[src/rtl/mdio_slave_fsm.sv]
`default_nettype none
// ============================================================================
// Module   : mdio_slave_fsm
// Brief    : Clause 22 MDIO PHY-side slave. Decodes station frames, strobes
//            the register bank and serialises read data back to the station.
// Revision : 1.0
// ============================================================================
module mdio_slave_fsm #(
  parameter logic [4:0] PHY_ADDR  = 5'd1,
  parameter bit         BCAST_EN  = 1'b1,
  parameter int         PRE_LEN   = 32,
  parameter int         REG_AW    = 5,
  parameter int         DATA_W    = 16,
  parameter bit         STRICT_TA = 1'b1
) (
  input  logic              MDC,
  input  logic              rst,
  input  logic              MDIO_OE,
  input  logic              MDIO_OUT,
  input  logic [DATA_W-1:0] RD_DATA,
  output logic              MDIO_IN,
  output logic              MDIO_IN_EN,
  output logic [REG_AW-1:0] ADDR,
  output logic [DATA_W-1:0] WR_DATA,
  output logic              WR_STB,
  output logic              RD_STB,
  output logic              MDIO_DONE,
  output logic              FRAME_ERR
);

  // One shift register serves PHYAD, REGAD and DATA, so it must fit the widest.
  localparam int MAX_AD = (DATA_W > REG_AW) ? DATA_W : REG_AW;
  localparam int SRW    = (MAX_AD > 5) ? MAX_AD : 5;
  localparam int SKIP_N = REG_AW + 2 + DATA_W;
  localparam int CW     = $clog2(SKIP_N + 1);

  localparam logic [CW-1:0] PHY_LAST  = CW'(4);
  localparam logic [CW-1:0] REG_LAST  = CW'(REG_AW - 1);
  localparam logic [CW-1:0] DAT_LAST  = CW'(DATA_W - 1);
  localparam logic [CW-1:0] SKIP_LAST = CW'(SKIP_N - 1);
  localparam logic [5:0]    PRE_MAX   = 6'(PRE_LEN);

  typedef enum logic [3:0] {
    S_IDLE = 4'd0,
    S_ST   = 4'd1,
    S_OP   = 4'd2,
    S_PHY  = 4'd3,
    S_REG  = 4'd4,
    S_WTA  = 4'd5,
    S_WDAT = 4'd6,
    S_WEND = 4'd7,
    S_RTA  = 4'd8,
    S_RDAT = 4'd9,
    S_REND = 4'd10,
    S_DONE = 4'd11,
    S_SKIP = 4'd12
  } state_t;

  state_t            state_q, state_d;
  logic [5:0]        pre_q, pre_d;
  logic [CW-1:0]     cnt_q, cnt_d;
  logic [SRW-1:0]    sr_q, sr_d;
  logic              first_q, first_d;
  logic              op_wr_q, op_wr_d;
  logic [REG_AW-1:0] addr_q, addr_d;
  logic [DATA_W-1:0] wdata_q, wdata_d;
  logic              in_q, in_d;
  logic              in_en_q, in_en_d;
  logic              wr_stb_q, wr_stb_d;
  logic              rd_stb_q, rd_stb_d;
  logic              done_q, done_d;
  logic              err_q, err_d;

  logic [SRW-1:0]    w_shift;
  logic [4:0]        w_phy;
  logic              w_match;

  assign w_shift = {sr_q[SRW-2:0], MDIO_OUT};
  assign w_phy   = w_shift[4:0];
  assign w_match = (w_phy == PHY_ADDR) || (BCAST_EN && (w_phy == 5'd0) && op_wr_q);

  always_ff @(posedge MDC) begin
    if (!rst) begin
      state_q  <= S_IDLE;
      pre_q    <= '0;
      cnt_q    <= '0;
      sr_q     <= '0;
      first_q  <= 1'b0;
      op_wr_q  <= 1'b0;
      addr_q   <= '0;
      wdata_q  <= '0;
      in_q     <= 1'b0;
      in_en_q  <= 1'b0;
      wr_stb_q <= 1'b0;
      rd_stb_q <= 1'b0;
      done_q   <= 1'b0;
      err_q    <= 1'b0;
    end else begin
      state_q  <= state_d;
      pre_q    <= pre_d;
      cnt_q    <= cnt_d;
      sr_q     <= sr_d;
      first_q  <= first_d;
      op_wr_q  <= op_wr_d;
      addr_q   <= addr_d;
      wdata_q  <= wdata_d;
      in_q     <= in_d;
      in_en_q  <= in_en_d;
      wr_stb_q <= wr_stb_d;
      rd_stb_q <= rd_stb_d;
      done_q   <= done_d;
      err_q    <= err_d;
    end
  end

  always_comb begin
    state_d  = state_q;
    pre_d    = pre_q;
    cnt_d    = cnt_q;
    sr_d     = sr_q;
    first_d  = first_q;
    op_wr_d  = op_wr_q;
    addr_d   = addr_q;
    wdata_d  = wdata_q;
    in_d     = in_q;
    in_en_d  = in_en_q;
    wr_stb_d = 1'b0;
    rd_stb_d = 1'b0;
    done_d   = 1'b0;
    err_d    = 1'b0;

    unique case (state_q)
      S_IDLE: begin
        if (MDIO_OE) begin
          if (MDIO_OUT) begin
            if (pre_q != PRE_MAX) pre_d = pre_q + 1'b1;
          end else if (pre_q == PRE_MAX) begin
            pre_d   = '0;
            state_d = S_ST;
          end else begin
            pre_d = '0;
          end
        end
      end
      S_ST: begin
        if (MDIO_OE) begin
          if (MDIO_OUT) begin
            cnt_d   = '0;
            state_d = S_OP;
          end else begin
            err_d   = 1'b1;
            state_d = S_IDLE;
          end
        end
      end
      S_OP: begin
        if (MDIO_OE) begin
          if (cnt_q == '0) begin
            first_d = MDIO_OUT;
            cnt_d   = cnt_q + 1'b1;
          end else begin
            cnt_d = '0;
            case ({first_q, MDIO_OUT})
              2'b01: begin op_wr_d = 1'b1; state_d = S_PHY; end
              2'b10: begin op_wr_d = 1'b0; state_d = S_PHY; end
              default: begin err_d = 1'b1; state_d = S_IDLE; end
            endcase
          end
        end
      end
      S_PHY: begin
        if (MDIO_OE) begin
          sr_d = w_shift;
          if (cnt_q == PHY_LAST) begin
            cnt_d   = '0;
            state_d = w_match ? S_REG : S_SKIP;
          end else begin
            cnt_d = cnt_q + 1'b1;
          end
        end
      end
      S_REG: begin
        if (MDIO_OE) begin
          sr_d = w_shift;
          if (cnt_q == REG_LAST) begin
            cnt_d  = '0;
            addr_d = w_shift[REG_AW-1:0];
            if (op_wr_q) begin
              state_d = S_WTA;
            end else begin
              rd_stb_d = 1'b1;
              state_d  = S_RTA;
            end
          end else begin
            cnt_d = cnt_q + 1'b1;
          end
        end
      end
      S_WTA: begin
        if (MDIO_OE) begin
          if (cnt_q == '0) begin
            first_d = MDIO_OUT;
            cnt_d   = cnt_q + 1'b1;
          end else begin
            cnt_d = '0;
            if (STRICT_TA && ({first_q, MDIO_OUT} != 2'b10)) begin
              err_d   = 1'b1;
              state_d = S_IDLE;
            end else begin
              state_d = S_WDAT;
            end
          end
        end
      end
      S_WDAT: begin
        if (MDIO_OE) begin
          sr_d = w_shift;
          if (cnt_q == DAT_LAST) begin
            cnt_d    = '0;
            wdata_d  = w_shift[DATA_W-1:0];
            wr_stb_d = 1'b1;
            state_d  = S_WEND;
          end else begin
            cnt_d = cnt_q + 1'b1;
          end
        end
      end
      S_WEND: begin
        done_d  = 1'b1;
        state_d = S_DONE;
      end
      // Bank answers one cycle after RD_STB; this edge drives the TA zero bit.
      S_RTA: begin
        sr_d    = SRW'(RD_DATA);
        in_en_d = 1'b1;
        in_d    = 1'b0;
        cnt_d   = '0;
        state_d = S_RDAT;
      end
      S_RDAT: begin
        in_d = sr_q[DATA_W-1];
        sr_d = sr_q << 1;
        if (cnt_q == DAT_LAST) begin
          cnt_d   = '0;
          state_d = S_REND;
        end else begin
          cnt_d = cnt_q + 1'b1;
        end
      end
      S_REND: begin
        in_en_d = 1'b0;
        in_d    = 1'b0;
        done_d  = 1'b1;
        state_d = S_DONE;
      end
      S_DONE: begin
        state_d = S_IDLE;
      end
      S_SKIP: begin
        if (cnt_q == SKIP_LAST) begin
          cnt_d   = '0;
          state_d = S_IDLE;
        end else begin
          cnt_d = cnt_q + 1'b1;
        end
      end
      default: begin
        state_d = S_IDLE;
      end
    endcase
  end

  assign MDIO_IN    = in_q;
  assign MDIO_IN_EN = in_en_q;
  assign ADDR       = addr_q;
  assign WR_DATA    = wdata_q;
  assign WR_STB     = wr_stb_q;
  assign RD_STB     = rd_stb_q;
  assign MDIO_DONE  = done_q;
  assign FRAME_ERR  = err_q;

endmodule
`default_nettype wire
[config.mk]
export PLATFORM = sky130hd
export DESIGN_NAME = mdio_slave_fsm
export DESIGN_NICKNAME = d
export VERILOG_FILES = /design/src/rtl/mdio_slave_fsm.sv
export SDC_FILE = /design/constraint.sdc
export NUM_CORES = 1
export LEC_CHECK = 0
export BUFFER_PORTS_ARGS = -buffer_cell sky130_fd_sc_hd__buf_2
export CAP_MARGIN = 20
export CORE_ASPECT_RATIO = 1.4
export CORE_UTILIZATION = 50
export CTS_CLUSTER_SIZE = 8
export DETAILED_ROUTE_END_ITERATION = 12
export PLACE_DENSITY = 0.72
export SLEW_MARGIN = 20
export SYNTH_ARGS = -nofsm -noshare
export SYNTH_HDL_FRONTEND = slang
export SYNTH_SLANG_ARGS = --single-unit
[constraint.sdc]
create_clock -name MDC -period 1.8 [get_ports MDC]
set_input_delay 0.18 -clock MDC [delete_from_list [all_inputs] [get_ports MDC]]
set_output_delay 0.18 -clock MDC [all_outputs]
set_load 0.1 [all_outputs]
==> results of run 1 <==
## cells in the mapped netlist, types with 2 or more instances
| cell | n |
|---|---|
| nand2_1 | 13 |
| buf_6 | 3 |
| buf_2 | 7 |
| inv_1 | 15 |
| and4bb_2 | 2 |
| a211oi_1 | 16 |
| nand3b_1 | 2 |
| o21ai_0 | 17 |
| ha_1 | 9 |
| nand2b_1 | 2 |
| nand3_1 | 10 |
| or3_1 | 3 |
| a22oi_1 | 2 |
| o211ai_1 | 2 |
| a21oi_1 | 12 |
| or2b_1 | 2 |
| a31oi_1 | 5 |
| and3_1 | 3 |
| nor2_1 | 55 |
| buf_4 | 3 |
| or3b_1 | 2 |
| o311ai_0 | 2 |
| dfxtp_1 | 60 |
| nand4b_1 | 2 |
| mux2i_1 | 43 |
| nor3b_1 | 2 |
| nor2b_1 | 5 |
| nor3_1 | 2 |
| nor4_1 | 2 |
| nor4b_1 | 3 |
| a2bb2oi_1 | 2 |
| clkbuf_1 | 10 |
| a21o_1 | 2 |
## state kept, by name (all words and copies together) (netlist names), 4 cells and up
name and count:
state_q 4, cnt_q 5, WR_DATA 16, sr_q 16
ADDR 5, pre_q 6
## stage by stage
step                setup TNS, ns  utilization  hold slack, ns  setup slack, ns  instances
floorplan              -0.0002326            -          0.3192       -0.0002326        343
global placement          -0.1409       0.6105          0.4701         -0.09073        473
detailed placement        -0.6588       0.6105          0.4797          -0.2240        473
CTS                             0       0.6577          0.1477        0.0008469        492
global route              -0.3936       0.6686          0.1536         -0.09767        493
finish                   -0.09513       0.6686          0.1572         -0.04224        493
## critical path, cell delays in order (launching register included)
cell and delay, ns:
dfxtp_4 0.37, inv_4 0.06, ha_4 0.13, nor3b_4 0.23, mux2i_2 0.29, o21ai_2 0.11
a211o_1 0.27, o41ai_1 0.26
## cell families after synthesis
family / after synthesis / synth area share
AO/OA/AOI/OAI: 73 / 0.1597
XOR/XNOR: 2 / 0.005720
adder cells (fa/ha/maj): 9 / 0.03677
buffers and inverters: 38 / 0.06046
flip-flops: 60 / 0.3922
multiplexers: 44 / 0.1442
AND/OR/NAND/NOR: 117 / 0.2010
## worst paths after layout
| kind | from | end | slack [ns] | depth (start not counted) |
|---|---|---|---|---|
| setup reg to reg | cnt_q[0] | state_q[3] | -0.04 | 7 |
| hold reg to reg | ADDR[3] | ADDR[3] | 0.49 | 2 |
| hold / removal | RD_DATA[0] | sr_q[0] | 0.16 | 3 |
| setup / recovery | cnt_q[0] | state_q[3] | -0.04 | 7 |
## cells in the final DEF, fill, tap and decap left out, types with 4 or more instances in the layout
cell	netlist	layout
nor2_1	55	52
a21oi_1	12	11
mux2i_1	43	42
buf_2	7	46
clkbuf_8	0	10
dfxtp_1	60	51
dfxtp_2	0	7
o21ai_0	17	15
inv_1	15	11
buf_12	0	4
a211oi_1	16	16
buf_4	3	36
ha_1	9	5
nor2b_1	5	4
a31oi_1	5	5
nand3_1	10	10
nand2_1	13	13
## timing repair
item,4_1_cts,5_1_grt
pin swaps,4,7
resized for setup,21,22
setup endpoints to repair,24,48
setup buffers,3,1
## area by class of cell
cell class,instances,area [µm²],area share
clock inverter,6,38.79,0.009895
clock buffer,10,137.6,0.03511
sequential,60,1217,0.3106
multi-input combinational,245,1788,0.4561
timing repair buffer,87,591.8,0.1510
tap,70,87.58,0.02234
inverter,15,58.81,0.01500
## where the power goes
part / internal [mW] / leakage [nW] / total [mW] / switching (mW)
clock network: 0.533 / 0.0885 / 1.07 / 0.535
registers: 1.33 / 0.488 / 1.33 / 0.00162
logic: 0.0420 / 0.971 / 0.0945 / 0.0525
## metal layers
layer	vias to the layer above	GRT usage	share of wire
met2	74	0.4240	0.52
li1	1373	-	-
met5	-	0	0
met3	17	0.05193	0.047
met1	1320	0.2837	0.41
met4	0	0.1042	0.022
==> results_dict.tcl, run 1 <==
set metrics [dict create \
    ys_warn_count 0 \
    ctsHtreeMaxLevel 3 \
    skew_ns 0.007246 \
    fmax_mhz 542.8 \
    clock_path_buffers 2 \
    criticalPathCategory "reg2reg" \
    setup_viol 4 \
    slew_violations 0 \
    synth_top_area_frac 0.3922 \
    rsz0062_at_grt "yes" \
    maxCapViolCount 0 \
    synth_edf_count 0 \
    synth_nets 372 \
    grt_first_pass_wirelength_um 11860 \
    power_mw 2.491 \
    status "finished, violations left" \
    drtAntennaViolNets 0 \
    vias 2784 \
    grt_use_total 0.2457 \
    grt_max_degree 48 \
    start_kind "flop" \
    clock-sinks 60 \
    synth_top_flop_cell "dfxtp_1" \
    wl_per_cell_um 14.95 \
    via_per_inst 5.647 \
    synth.ff_latch_count 60 \
    nets 447 \
    final.fill_count 467 \
    failed_checks "negative setup slack" \
    grt.overflow.total 0 \
    synthCells 343 \
    drt_wl_total_um 7371 \
    crit_required_ns 2.01 \
    crit_fanout 3 \
    dr.pass1.iters 4 \
    drt-initial-drc-count 151 \
    io_pins 47 \
    tightest_slew_ns 0.4947 \
    core.rowCount 33 \
    numCtsBuffers 9 \
    yosysTopAreaCell "dfxtp_1" \
    place_hpwl_um 5111 \
    clk_pin_slew_ns 0.07 \
    cts_root_buf "clkbuf_8" \
    place_area_mm2 0.003580 \
    hold_viol 0 \
    syn_area_mm2 0.003063 \
    die-area_mm2 0.006447 \
    portBuffers 46 \
    synth_area_leaders "dfxtp_1 39%, mux2i_1 14%, nor2_1 6.7%" \
    globalplace.congestion 0.8695 \
    clock_latency_ns 0.33 \
    min_path_type "in2reg" \
    yosysUniqueCellTypes 56 \
    drive_above_1_share 0.3357 \
    cts_tree "yes" \
    fin_ws_ns -0.04224 \
    cts_hold_buf 0 \
    synthArstFlopShare 0 \
    end_kind "flop" \
    core_area_mm2 0.005863 \
    die_w_um 68.15 \
    final_area_mm2 0.003920 \
    relSlewSlack 0.6725 \
    die_y_um 94.61 \
    grt_pass1_vias 2611 \
    crit_arrival_ns 2.06 \
    initial_core_util 0.5224 \
    seq_area_frac_synth 0.3922 \
    drc 0 \
    syn2layout_area_growth_pct 27.98 \
    period_share 1.023 \
    n_antenna_cell 0 \
    postSynthAreaPerCell_um2 8.930 \
    min_period_ns 1.842 \
    peakVddDrop_mv 0.6658 \
    antenna_found_initial 0 \
    p_per_area_mw_per_mm2 635.4 \
    leakage_nw 1.548 \
]
No activity file was read; power rests on OpenSTA's default activity.
==> inputs of run 2 (changes only) <==
--- a/config.mk
+++ b/config.mk
@@ -12,6 +12,7 @@
 export CTS_CLUSTER_SIZE = 8
 export DETAILED_ROUTE_END_ITERATION = 12
 export PLACE_DENSITY = 0.72
+export SETUP_SLACK_MARGIN = 0.2
 export SLEW_MARGIN = 20
 export SYNTH_ARGS = -nofsm -noshare
 export SYNTH_HDL_FRONTEND = slang
==> results_dict.tcl, run 2 (synthesized netlist as in run 1, its figures left out) <==
set metrics [dict create \
    fin_ws_ns -0.07849 \
    final_cell_mix "51 x nor2_1, 50 x dfxtp_1, 46 x buf_2, 40 x mux2i_1, 36 x buf_4" \
    n_antenna_cell 0 \
    vias 2846 \
    r2r_slack_ns -0.08 \
    rr_worst_depth 7 \
    power.switching_mw 0.5903 \
    final_common_cell "nor2_1" \
    via_per_inst 5.692 \
    crit_start "cnt_q[1]" \
    cp-endpoint "state_q[3]" \
    swShare 0.2272 \
    drc 0 \
    globalplace.congestion 0.8823 \
    maxCapViolCount 0 \
    intPower_mw 2.008 \
    holdWs_ns 0.1318 \
    tightest_slew_ns 0.4983 \
    final.fill_count 441 \
    power_mw 2.598 \
    drtAntennaViolNets 0 \
    io_pins 47 \
    cts_hold_buf 0 \
    wl_per_cell_um 16.09 \
    die_y_um 94.61 \
    post-place-ws_ns -0.08195 \
    clock_latency_ns 0.34 \
    cts_root_buf "clkbuf_8" \
    setup_viol 4 \
    nets 454 \
    grt_use_total 0.2639 \
    drt_wl_total_um 8045 \
    p_per_area_mw_per_mm2 617.5 \
    ctsHtreeMaxLevel 3 \
    core_area_mm2 0.005863 \
    place_hpwl_um 5116 \
    p_clk_frac 0.447 \
    dr.pass1.iters 4 \
    skew_ns 0.009043 \
    start_kind "flop" \
    clock_path_buffers 2 \
    grt.overflow.total 0 \
    fin_util 0.7177 \
    criticalPathCategory "reg2reg" \
    grt_pass1_vias 2761 \
    fmax_mhz 532.3 \
    seq_power_share 0.510 \
    peakVddDrop_mv 0.5674 \
    regToRegEndpoint "state_q[3]" \
    failed_checks "negative setup slack" \
    status "finished, violations left" \
    die-area_mm2 0.006447 \
    min_period_ns 1.878 \
    crit_required_ns 2.04 \
    die_w_um 68.15 \
    period_share 1.044 \
    reg2reg_from "cnt_q[1]" \
    clock-sinks 60 \
    combPwrFrac 0.043 \
    clk_pin_slew_ns 0.07 \
    numCtsBuffers 9 \
    grt_max_degree 22 \
    drt-initial-drc-count 195 \
    antenna_found_initial 0 \
    end_kind "flop" \
    hold_viol 0 \
    core.rowCount 33 \
    relSlewSlack 0.6701 \
    leakage_nw 1.637 \
    min_path_type "in2reg" \
    crit_arrival_ns 2.12 \
    drive_above_1_share 0.3953 \
    rsz0062_at_grt "yes" \
    crit_fanout 4 \
    slew_violations 0 \
    cts_tree "yes" \
    initial_core_util 0.5224 \
    portBuffers 46 \
    syn2layout_area_growth_pct 37.38 \
    grt_first_pass_wirelength_um 12740 \
]
## run 2: cell types whose count changed in the layout (fill, tap and decap cells not counted), sizes merged
cell,delta
buf,+4
bufinv,+1
inv,-1
bufbuf,+1
clkinvlp,-1
clkbuf,+3
## run 2: power by group through the flow
stage	logic (mW)	registers [mW]	clock network, mW
floorplan	0.0472	1.36	0
global placement	0.0905	1.36	0
detailed placement	0.0908	1.36	0
CTS	0.0996	1.33	1.19
global route	0.122	1.32	1.23
finish	0.112	1.32	1.16
## run 2: final cells by class
type,instances,area [µm²],area share
Tap cell,70,87.58,0.02081
Timing Repair Buffer,94,695.7,0.1653
Sequential cell,60,1224,0.2908
Inverter,15,61.31,0.01457
Clock buffer,11,131.4,0.03122
Clock inverter,5,52.55,0.01249
Multi-Input combinational cell,245,1956,0.4648
## run 2: timing repair
action / CTS / global route
endpoints found under the hold margin: 0 / 0
gates resized for setup: 32 / 31
gates cloned: 1 / 1
endpoints found under the setup margin: 53 / 54
buffers inserted: 8 / 8
pin swaps: 11 / 14
## run 2: through the flow
stage               cell area (µm²)  TNS (ns)  cells
finish                         4208   -0.2037    500
global route                   4208   -0.7154    500
CTS                            3968  -0.02042    491
detailed placement             3570   -0.2778    466
global placement               3570  -0.03108    466
floorplan                      3146         0    343
## run 2: worst min path at each step
stage                startpoint           to  slack, ns  cells past startpoint
floorplan                   rst    FRAME_ERR       0.32                      2
CTS                     MDIO_OE    FRAME_ERR       0.11                      3
finish                  MDIO_OE    FRAME_ERR       0.13                      3
global placement    WR_DATA[10]  WR_DATA[10]       0.47                      2
global route            MDIO_OE    FRAME_ERR       0.14                      3
detailed placement   WR_DATA[0]   WR_DATA[0]       0.48                      2
## run 2: metal layers
| layer | GRT usage | vias up | part of all wire |
|---|---|---|---|
| met1 | 0.3087 | 1361 | 0.42 |
| li1 | - | 1396 | - |
| met4 | 0.1302 | 0 | 0.018 |
| met5 | 0 | - | 0 |
| met3 | 0.07367 | 15 | 0.045 |
| met2 | 0.4306 | 74 | 0.52 |
## run 2: worst max-delay path: stages, from the launching register on
cell and delay [ns]:
dfxtp_4 0.37, inv_4 0.06, ha_4 0.13, nor3b_4 0.25, mux2i_2 0.31, o21ai_2 0.12, a211o_1 0.33, o41ai_2 0.20
==> inputs of run 3 (changes only) <==
--- a/config.mk
+++ b/config.mk
@@ -12,6 +12,7 @@
 export CTS_CLUSTER_SIZE = 8
 export DETAILED_ROUTE_END_ITERATION = 12
 export PLACE_DENSITY = 0.72
+export REMOVE_ABC_BUFFERS = 1
 export SETUP_SLACK_MARGIN = 0.2
 export SLEW_MARGIN = 20
 export SYNTH_ARGS = -nofsm -noshare
==> results_dict.tcl, run 3 (synthesized netlist as in run 1, its figures left out) <==
set metrics [dict create \
    status "finished, violations left" \
    failed_checks "negative setup slack" \
    drive_above_1_share 0.4955 \
    skew_ns 0.01261 \
    post-place-ws_ns -0.2283 \
    leakage_nw 1.775 \
    cts_tree "yes" \
    dr.pass1.iters 6 \
    maxCapViolCount 0 \
    grt_max_degree 49 \
    cts_hold_buf 0 \
    cpMaxStageDelayCell "o311ai_1" \
    core_area_mm2 0.005863 \
    cts_root_buf "clkbuf_8" \
    grt_pass1_vias 2928 \
    die_w_um 68.15 \
    clk_pin_slew_ns 0.07 \
    syn2layout_area_growth_pct 50.69 \
    numCtsBuffers 9 \
    antenna_found_initial 0 \
    ctsHtreeMaxLevel 3 \
    setup_viol 13 \
    critPathTopFamily "compound AO/OA/AOI/OAI gates" \
    grt_first_pass_wirelength_um 13700 \
    fmax_mhz 499.6 \
    drtAntennaViolNets 0 \
    clock_latency_ns 0.35 \
    io_pins 47 \
    nets 470 \
    portBuffers 46 \
    final_cells 516 \
    period_share 1.112 \
    core.rowCount 33 \
    drc 0 \
    initial_core_util 0.5224 \
    critPathBufInv 1 \
    final_area_mm2 0.004616 \
    peakVddDrop_mv 0.5055 \
    final_cell_mix "51 x dfxtp_1, 50 x nor2_1, 46 x buf_2, 43 x buf_4, 29 x mux2i_1" \
    place_area_mm2 0.003660 \
    vias 3154 \
    end_kind "flop" \
    crit_path_max_incr_delay_ns 0.44 \
    start_kind "flop" \
    criticalPathCategory "reg2reg" \
    dpl.cell_count 482 \
    relSlewSlack 0.6659 \
    drt-initial-drc-count 214 \
    n_antenna_cell 0 \
    crit_fanout 4 \
    fin_ws_ns -0.2017 \
    crit_arrival_ns 2.20 \
    drt_wl_total_um 10260 \
    clock-sinks 60 \
    die_y_um 94.61 \
    min_period_ns 2.002 \
    place_hpwl_um 5228 \
    wl_per_cell_um 19.87 \
    die-area_mm2 0.006447 \
    fin_tns_setup_ns -0.8830 \
    tightest_slew_ns 0.5046 \
    hold_viol 0 \
    final_common_cell "dfxtp_1" \
    crit_path_cell_trace "inv_4, ha_4, or3b_4, a21oi_2, o21ai_2, o311ai_1, o41ai_2" \
    grt.overflow.total 0 \
    clock_path_buffers 2 \
    slew_violations 0 \
    via_per_inst 6.112 \
    globalplace.congestion 0.9002 \
    min_path_type "in2reg" \
    p_per_area_mw_per_mm2 581.9 \
    grt_use_total 0.2876 \
    crit_required_ns 2.00 \
    rsz0062_at_grt "yes" \
]
## run 3: final cells by class
type                            count  area, µm²
Sequential cell                    60       1225
Clock inverter                      7      75.07
Clock buffer                        9      123.9
Timing Repair Buffer              110      905.9
Multi-Input combinational cell    245       2137
Inverter                           15      61.31
Tap cell                           70      87.58
Fill cell                         345       1247
## run 3: what timing repair did
action                                  in CTS  in global routing
pin swaps                                   23                 29
setup buffers                                8                  6
endpoints found under the setup margin      51                 53
cloned                                       3                  1
endpoints found under the hold margin        0                  0
resized for setup                           60                 79
## run 3: worst paths after layout
| check | startpoint | to | slack, ns | depth (start not counted) |
|---|---|---|---|---|
| max reg2reg | cnt_q[1] | state_q[3] | -0.20 | 7 |
| max | cnt_q[1] | state_q[3] | -0.20 | 7 |
| min | RD_DATA[0] | sr_q[0] | 0.16 | 3 |
| min reg2reg | WR_DATA[7] | WR_DATA[7] | 0.50 | 2 |
## run 3: power by group
group / total [mW] / switching (mW) / internal, mW
Clock: 1.24 / 0.592 / 0.648
Sequential: 1.32 / 0.00119 / 1.32
Combinational: 0.123 / 0.0666 / 0.0567
Total: 2.69 / 0.660 / 2.03
## run 3: worst reg2reg max path: stages (launching register included)
cell and delay, ns:
dfxtp_4 0.38, inv_4 0.07, ha_4 0.14, or3b_4 0.38
a21oi_2 0.19, o21ai_2 0.10, o311ai_1 0.44, o41ai_2 0.17
## run 3: per-layer routing
| metal | GRT usage | share of wire |
|---|---|---|
| met2 | 0.4812 | 0.51 |
| met4 | 0.1910 | 0.049 |
| met3 | 0.07609 | 0.068 |
| met1 | 0.3070 | 0.38 |
| met5 | 0 | 0 |
## run 3: stage by stage
step	hold WS, ns	power [mW]	utilization
after floorplan	0.3121	1.396	-
after global routing	0.1624	2.754	0.7872
after global placement	0.4624	1.458	0.6242
after CTS	0.1268	2.688	0.7183
after detailed placement	0.4777	1.459	0.6242
final	0.1626	2.686	0.7872
